<file path="src/rtl/bin_to_bcd_seq_pkg.sv">
// Shared definitions for the sequential binary-to-BCD converter.
//   state_t    : FSM state encoding (IDLE, SHIFT, DONE)
//   BCD_DIGITS : number of packed BCD digits produced
//   BCD_MAX    : largest value representable in BCD_DIGITS digits
//   BCD_SAT    : pattern shown on the display when the input saturates
//   digit_needs_adj : true when a BCD digit must be corrected before a shift
package bin_to_bcd_seq_pkg;

  typedef enum logic [1:0] {
    IDLE  = 2'd0,
    SHIFT = 2'd1,
    DONE  = 2'd2
  } state_t;

  localparam int          BCD_DIGITS = 4;
  localparam int          BCD_MAX    = 9999;
  localparam logic [15:0] BCD_SAT    = 16'h9999;

  // A digit of 5 or more would become >= 10 after doubling, so it needs +3
  // before the shift to carry correctly into the next digit.
  function automatic logic digit_needs_adj(input logic [3:0] digit);
    return digit >= 4'd5;
  endfunction

endpackage

</file>
<file path="src/rtl/bin_to_bcd_seq_add3.sv">
// Combinational BCD digit corrector used by the shift-and-add-3 datapath.
//   digit_in  : current 4-bit BCD digit of the scratch register
//   digit_out : digit_in + 3 when digit_in >= 5, otherwise digit_in
// Inputs above 9 never occur in a valid scratch register, so the 4-bit add
// cannot wrap for the digits that reach it (5..9 map to 8..12).
module bcd_add3
  import bin_to_bcd_seq_pkg::*;
(
  input  logic [3:0] digit_in,
  output logic [3:0] digit_out
);

  assign digit_out = digit_needs_adj(digit_in) ? (digit_in + 4'd3) : digit_in;

endmodule

</file>
<file path="src/rtl/bin_to_bcd_seq.sv">
// Sequential binary-to-BCD converter (shift-and-add-3) that drives the
// Data[15:0]/Load inputs of the seven-segment display interface.
//   clk     : system clock, rising edge
//   rst     : asynchronous active-low reset, released synchronously to clk
//   start   : conversion request, only honoured while idle
//   bin_in  : unsigned binary value captured when start is accepted
//   bcd_out : packed BCD result, [3:0] units .. [15:12] thousands, held
//   load    : one-cycle pulse coinciding with each bcd_out update
//   busy    : high from the accepting edge until the result is loaded
//   ovf     : set with bcd_out when the captured value exceeded 9999
// Latency from the accepting edge to load is WIDTH+1 cycles, independent
// of the value, including the saturating case.
module bin_to_bcd_seq
  import bin_to_bcd_seq_pkg::*;
#(
  parameter int WIDTH = 14  // legal range 4..14
) (
  input  logic             clk,
  input  logic             rst,
  input  logic             start,
  input  logic [WIDTH-1:0] bin_in,
  output logic [15:0]      bcd_out,
  output logic             load,
  output logic             busy,
  output logic             ovf
);

  localparam int CNT_W = $clog2(WIDTH);

  state_t           state_reg,    state_next;
  logic [WIDTH-1:0] shift_reg,    shift_next;
  logic [15:0]      scratch_reg,  scratch_next;
  logic [CNT_W-1:0] cnt_reg,      cnt_next;
  logic             sat_reg,      sat_next;
  logic [15:0]      bcd_reg,      bcd_next;
  logic             load_reg,     load_next;
  logic             busy_reg,     busy_next;
  logic             ovf_reg,      ovf_next;

  logic [15:0]      scratch_adj;
  logic [16:0]      scratch_shifted;
  logic [31:0]      bin_ext;
  logic             bin_too_big;

  // One corrector per BCD digit of the scratch register.
  generate
    for (genvar gi = 0; gi < BCD_DIGITS; gi++) begin : g_digit
      bcd_add3 u_add3 (
        .digit_in  (scratch_reg[gi*4 +: 4]),
        .digit_out (scratch_adj[gi*4 +: 4])
      );
    end
  endgenerate

  // Corrected scratch shifted left with the next binary bit entering at the
  // bottom. Bit 16 is the digit carry-out; it is dropped because any value
  // large enough to produce it is already flagged for saturation.
  assign scratch_shifted = {scratch_adj, shift_reg[WIDTH-1]};

  assign bin_ext     = 32'(bin_in);
  assign bin_too_big = bin_ext > 32'(BCD_MAX);

  always_comb begin
    state_next   = state_reg;
    shift_next   = shift_reg;
    scratch_next = scratch_reg;
    cnt_next     = cnt_reg;
    sat_next     = sat_reg;
    bcd_next     = bcd_reg;
    load_next    = 1'b0;
    busy_next    = busy_reg;
    ovf_next     = ovf_reg;

    case (state_reg)
      IDLE: begin
        if (start) begin
          shift_next   = bin_in;
          scratch_next = '0;
          sat_next     = bin_too_big;
          cnt_next     = CNT_W'(WIDTH - 1);
          busy_next    = 1'b1;
          state_next   = SHIFT;
        end
      end

      SHIFT: begin
        scratch_next = scratch_shifted[15:0];
        shift_next   = {shift_reg[WIDTH-2:0], 1'b0};
        if (cnt_reg == '0) begin
          state_next = DONE;
        end else begin
          cnt_next = cnt_reg - CNT_W'(1);
        end
      end

      DONE: begin
        bcd_next   = sat_reg ? BCD_SAT : scratch_reg;
        ovf_next   = sat_reg;
        load_next  = 1'b1;
        busy_next  = 1'b0;
        state_next = IDLE;
      end

      default: begin
        state_next = IDLE;
      end
    endcase
  end

  always_ff @(posedge clk or negedge rst) begin
    if (!rst) begin
      state_reg   <= IDLE;
      shift_reg   <= '0;
      scratch_reg <= '0;
      cnt_reg     <= '0;
      sat_reg     <= 1'b0;
      bcd_reg     <= '0;
      load_reg    <= 1'b0;
      busy_reg    <= 1'b0;
      ovf_reg     <= 1'b0;
    end else begin
      state_reg   <= state_next;
      shift_reg   <= shift_next;
      scratch_reg <= scratch_next;
      cnt_reg     <= cnt_next;
      sat_reg     <= sat_next;
      bcd_reg     <= bcd_next;
      load_reg    <= load_next;
      busy_reg    <= busy_next;
      ovf_reg     <= ovf_next;
    end
  end

  assign bcd_out = bcd_reg;
  assign load    = load_reg;
  assign busy    = busy_reg;
  assign ovf     = ovf_reg;

endmodule

</file>
<file path="config.mk">
export PLATFORM = sky130hd
export DESIGN_NAME = bin_to_bcd_seq
export DESIGN_NICKNAME = d
export VERILOG_FILES = /design/src/rtl/bin_to_bcd_seq_pkg.sv /design/src/rtl/bin_to_bcd_seq_add3.sv /design/src/rtl/bin_to_bcd_seq.sv
export SDC_FILE = /design/constraint.sdc
export NUM_CORES = 1
export LEC_CHECK = 0
export ABC_AREA = 1
export CORE_MARGIN = 5
export CORE_UTILIZATION = 50
export CTS_CLUSTER_SIZE = 16
export DETAILED_ROUTE_END_ITERATION = 10
export MAX_ROUTING_LAYER = met4
export PLACE_DENSITY = 0.74
export SKIP_LAST_GASP = 1
export SYNTH_ARGS = -nofsm -noshare
export SYNTH_HDL_FRONTEND = slang
export SYNTH_SLANG_ARGS = --single-unit
</file>
<file path="constraint.sdc">
create_clock -name clk -period 1.7 [get_ports clk]
set_clock_uncertainty 0.1 [all_clocks]
set_input_delay 0.17 -clock clk [delete_from_list [all_inputs] [get_ports clk]]
set_output_delay 0.17 -clock clk [all_outputs]
set_load 0.05 [all_outputs]
</file>
======== After elaboration in Yosys (flattened, before gate mapping) ========
Index checks and enable logic that the tools add are counted.
word-level totals
  flip-flop bits (word level) ............. 56
  input port bits ......................... 17
  output and inout port bits .............. 19
  word-level logic and storage cells ...... 51
cells by class
  add/subtract/negate cells ............... 5
  magnitude comparators ................... 5
  eq/ne operators ......................... 5
  multiplexer cells ....................... 18
  reduce and logical (&&, ||, !) cells .... 9
operators with widths
  kind                                                               count
  2-to-1 mux 16 bit                                                  2
  one-hot mux 16 bit (2 select lines)                                1
  one-hot mux 14 bit (2 select lines)                                1
  2-to-1 mux 4 bit                                                   5
  greater-or-equal comparator 4 x 3 -> 1 bit, second input constant  4
  > comparator 14 bit, second input constant                         1
  2-to-1 mux 14 bit                                                  1
  adder 4 x 2 -> 4 bit, second input constant                        3
  one-hot mux 4 bit (2 select lines)                                 1
  AND reduction 2 bit                                                4
  inequality test 2 bit, second input constant                       3
  zero test 4 bit                                                    1
  2-to-1 mux 2 bit                                                   2
  one-hot mux 2 bit (2 select lines)                                 1
  nonzero test 2 bit                                                 2
  subtractor 4 x 1 -> 4 bit, second input constant                   1
  adder 3 x 2 -> 3 bit, second input constant                        1
  2-to-1 mux 3 bit                                                   1
  AND reduction 3 bit                                                1
  equality test 2 x 1 -> 1 bit, second input constant                1
  equality test 2 bit, second input constant                         1
  zero test 2 bit                                                    1
  2-to-1 mux 1 bit                                                   2
  one-hot mux 1 bit (2 select lines)                                 1

======== Longest topological paths before layout ========
  depth after elaboration ................. 3
  mapped depth ............................ 8
  mapped depth without buffers ............ 8

======== Cells and area by module ========
Synthesis repeated with hierarchy kept, for this count alone.
unflattened totals
  cell total of the unflattened synthesis .. 360
  area, all modules ....................... 2895.3 um^2
modules (own cells, without submodules)
  module          instances  cells an instance  area an instance (um^2)  seq. area each (um^2)
  bin_to_bcd_seq  1          268                2354.8                   1401.3
  bcd_add3        4          23                 135.1                    0.0

======== Worst setup path after synthesis ========
OpenSTA, ideal clock, no wires.
  path type ............................... reg2reg
  start point ............................. register cnt_reg[0]
  end point ............................... register cnt_reg[2]
  setup time .............................. 0.126 ns
  arrival time ............................ 1.063 ns
  setup slack ............................. 0.411 ns
  cell stages (with the launch flop) ...... 8
  clock period less this slack ............ 1.289 ns
  cell sequence ........................... dfrtp_1 inv_1 ha_1 nand3_1 nand2_1 nand2_1 nand2_1 o21ai_0
on the way
  cells in the longest elaborated chain, start to end .. 3
  elaborated cells on any way between the ends .. 6
RTL lines
  item                                                                              RTL line                                    text
  start: declaration                                                                bin_to_bcd_seq.sv:33                        logic [CNT_W-1:0] cnt_reg, cnt_next;
  start signal: assignment                                                          bin_to_bcd_seq.sv:125                       cnt_reg <= cnt_next;
  subtractor 4 x 1 -> 4 bit / zero test 4 bit (equally long branches)               bin_to_bcd_seq.sv:92, bin_to_bcd_seq.sv:89
  2-to-1 mux 4 bit / inequality test 2 bit (equally long branches)                  n/a
  one-hot mux 4 bit (2 select lines) / AND reduction 3 bit (equally long branches)  n/a
Several ways; a longest one is shown, not always the timed one. The select of a mux whose other input is x is not followed.
A chain may end at the register's enable or synchronous reset.

======== Worst setup path after layout ========
Same ends and word-level chain as after synthesis.

==> impl_metrics.json <==
{
  "grt_pass1_vias": 2140,
  "cts_buffers": 5,
  "total_power_mw": 6.61,
  "hp-class": "in -> async",
  "grt_pass1_wl_microns": 9630,
  "io_buffers": 35,
  "cp_slowest_stage_delay_ps": 390,
  "leakage_nw": 1.65,
  "root_buffer": "clkbuf_8",
  "row_count": 26,
  "final-hold-violation-count": 0,
  "yosys.area_share.simple_pct": 25.6,
  "synth_top_family_by_area": "simple AND/OR/NAND/NOR gates",
  "diodes": 0,
  "layout-drive-gt1-share_pct": 11.7,
  "synthMuxAreaShare_pct": 0,
  "slowest_stage": "dfrtp_1",
  "ys_seq_area_share_pct": 51.9,
  "crit_top_cell": "nand2_1",
  "setup_violations": 0,
  "gp_congestion": 0.886,
  "p_comb_share_pct": 53.8,
  "synth_area_sq_um": 2700,
  "syn_to_final_growth_pct": 18.7,
  "p_int_mw": 3.45,
  "critPathBufInv": 1,
  "min_period_ps": 1500,
  "ant_nets": 0,
  "status": "finished, final reports clean",
  "clock_path_buffers": 2,
  "hpwl_microns": 3890,
  "synth_area_leaders": "dfrtp_1, nand2_1, inv_1, nand3_1, o21ai_0",
  "start_util_pct": 52.2,
  "powerDensity_nw_per_um2": 2060,
  "die_w_microns": 83.5,
  "totalWireLength_microns": 5460,
  "synthAdderAreaFrac_pct": 4.17,
  "htreeDepth": 2,
  "die-area_sq_um": 6980,
  "crit_arrival_ps": 1590,
  "vias_per_cell": 5.01,
  "synth.distinct_cells": 19,
  "num_vias": 2240,
  "synth-xor-area-share_pct": 0,
  "clk_pin_slew_ps": 90,
  "cts_tree": "done",
  "p_switching_mw": 3.16,
  "hold_buffers": 1,
  "clock_power_share_pct": 11.3,
  "antenna_found_initial": 0,
  "max_cap_viol_count": 0,
  "clkLatencyLatePin_ps": 300,
  "dpl.cell_count": 438,
  "critPathKind": "reg -> reg",
  "final_common_cell": "nand2_1",
  "io_pins": 36,
  "drtIter0Drc": 149,
  "grt_max_degree": 57,
  "cts_setup_buffers": 0,
  "grt_usage_pct": 16.9,
  "firstDrtPassIters": 4,
  "hold_slack_ps": 308,
  "ys_warn_count": 0,
  "netlist_instances": 337,
  "p_sw_share_pct": 47.8,
  "rsz0062_at_grt": "no",
  "synth_compound_area_share_pct": 10.3,
  "worstPathMaxFanout": 5,
  "crit_path_end_kind": "flop",
  "tns_ps": 0,
  "final_nets": 402,
  "cts.sinks": 56,
  "die_h_microns": 83.5,
  "post_dp_cell_area_sq_um": 3100,
  "ir_drop_mv": 0.850,
  "cts_resized": 0,
  "synth.ff_latch_count": 56,
  "core_sq_um": 5170,
  "fin_cells": 447,
  "final_cell_mix": "nand2_1, dfrtp_1, inv_1, nand3_1, o21ai_0",
  "worst_pin_slew_ps": 292,
  "maxSlewViolCount": 0,
  "slew_headroom_pct": 80.5,
  "drc": 0,
  "worstPathCellList": "inv_1, ha_1, nand3_1, nand2_1, nand2_1, nand2_1, o21ai_0",
  "crit_family": "simple AND/OR/NAND/NOR gates",
  "stdcell_area_sq_um": 3210,
  "synth_top_area_cell": "dfrtp_1",
  "synthesis.nets": 363,
  "fmax_ghz": 0.665,
  "wl_per_cell_microns": 12.2,
  "worstPathRequired_ps": 1790,
  "grt-ovfl-total": 0,
  "seqPwrFrac_pct": 34.9,
  "synth.avg_cell_area_sq_um": 8.02,
  "synth_top_cell_area_share_pct": 51.9,
  "finalCritPeriodShare_pct": 88.5,
  "cp-start-kind": "flop"
}
worst reg2reg max path: stages (launching register included):
cell and delay (ps):
dfrtp_1 390, inv_1 110, ha_1 200, nand3_1 120, nand2_1 160, nand2_1 150, nand2_1 80, o21ai_0 80
worst paths after layout:
path / startpoint / to / slack, ps / cells after the start
setup / recovery: cnt_reg[0] / cnt_reg[2] / 200 / 7
hold / removal: rst / bcd_out[14] / 310 / 3
setup reg to reg: cnt_reg[0] / cnt_reg[2] / 200 / 7
hold reg to reg: bcd_out[14] / bcd_out[14] / 390 / 2
max in group asynchronous: rst / cnt_reg[2] / 970 / 3
min in group clk: bin_in[0] / shift_reg[0] / 330 / 3
metal layers:
metal  GRT usage, %  share of wire [%]
met4           4.09               0.40
met2           27.4                 48
met1           21.8                 46
met5              -                  0
met3           3.85                5.4
cell usage after synthesis, drive strengths merged:
cell / n
a21oi: 9
o21ai: 45
nor2: 19
nand4: 8
nand2: 107
nand3: 28
o211ai: 1
inv: 46
dfrtp: 56
clkbuf: 1
ha: 9
buf: 8
cells by family after synthesis:
group | Yosys count
AO/OA/AOI/OAI | 55
adder cells (fa/ha/maj) | 9
buffers and inverters | 55
flip-flops | 56
AND/OR/NAND/NOR | 162
power groups by stage:
stage | registers [mW] | clock network, mW | logic [mW]
2_1_floorplan | 2.90 | 0 | 2.06
3_5_place_dp | 2.34 | 0 | 3.58
5_1_grt | 2.39 | 0.824 | 4.08
4_1_cts | 2.31 | 0.770 | 3.59
3_3_place_gp | 2.31 | 0 | 3.47
6_report | 2.31 | 0.746 | 3.56
final cells by class:
cell class                 count  area, sq um
fill                         461         1970
sequential                    56         1400
multi-input combinational    226         1080
timing repair buffer          41          370
inverter                      46          173
tap                           70         87.6
clock buffer                   6         82.6
clock inverter                 2         10.0
metrics by stage:
step	worst slack (ps)	utilization [%]
finish	196	62.0
global route	78.3	62.0
CTS	198	62.0
detailed placement	215	60.0
global placement	263	60.0
floorplan	411	-
No activity file was read; power rests on OpenSTA's default activity.
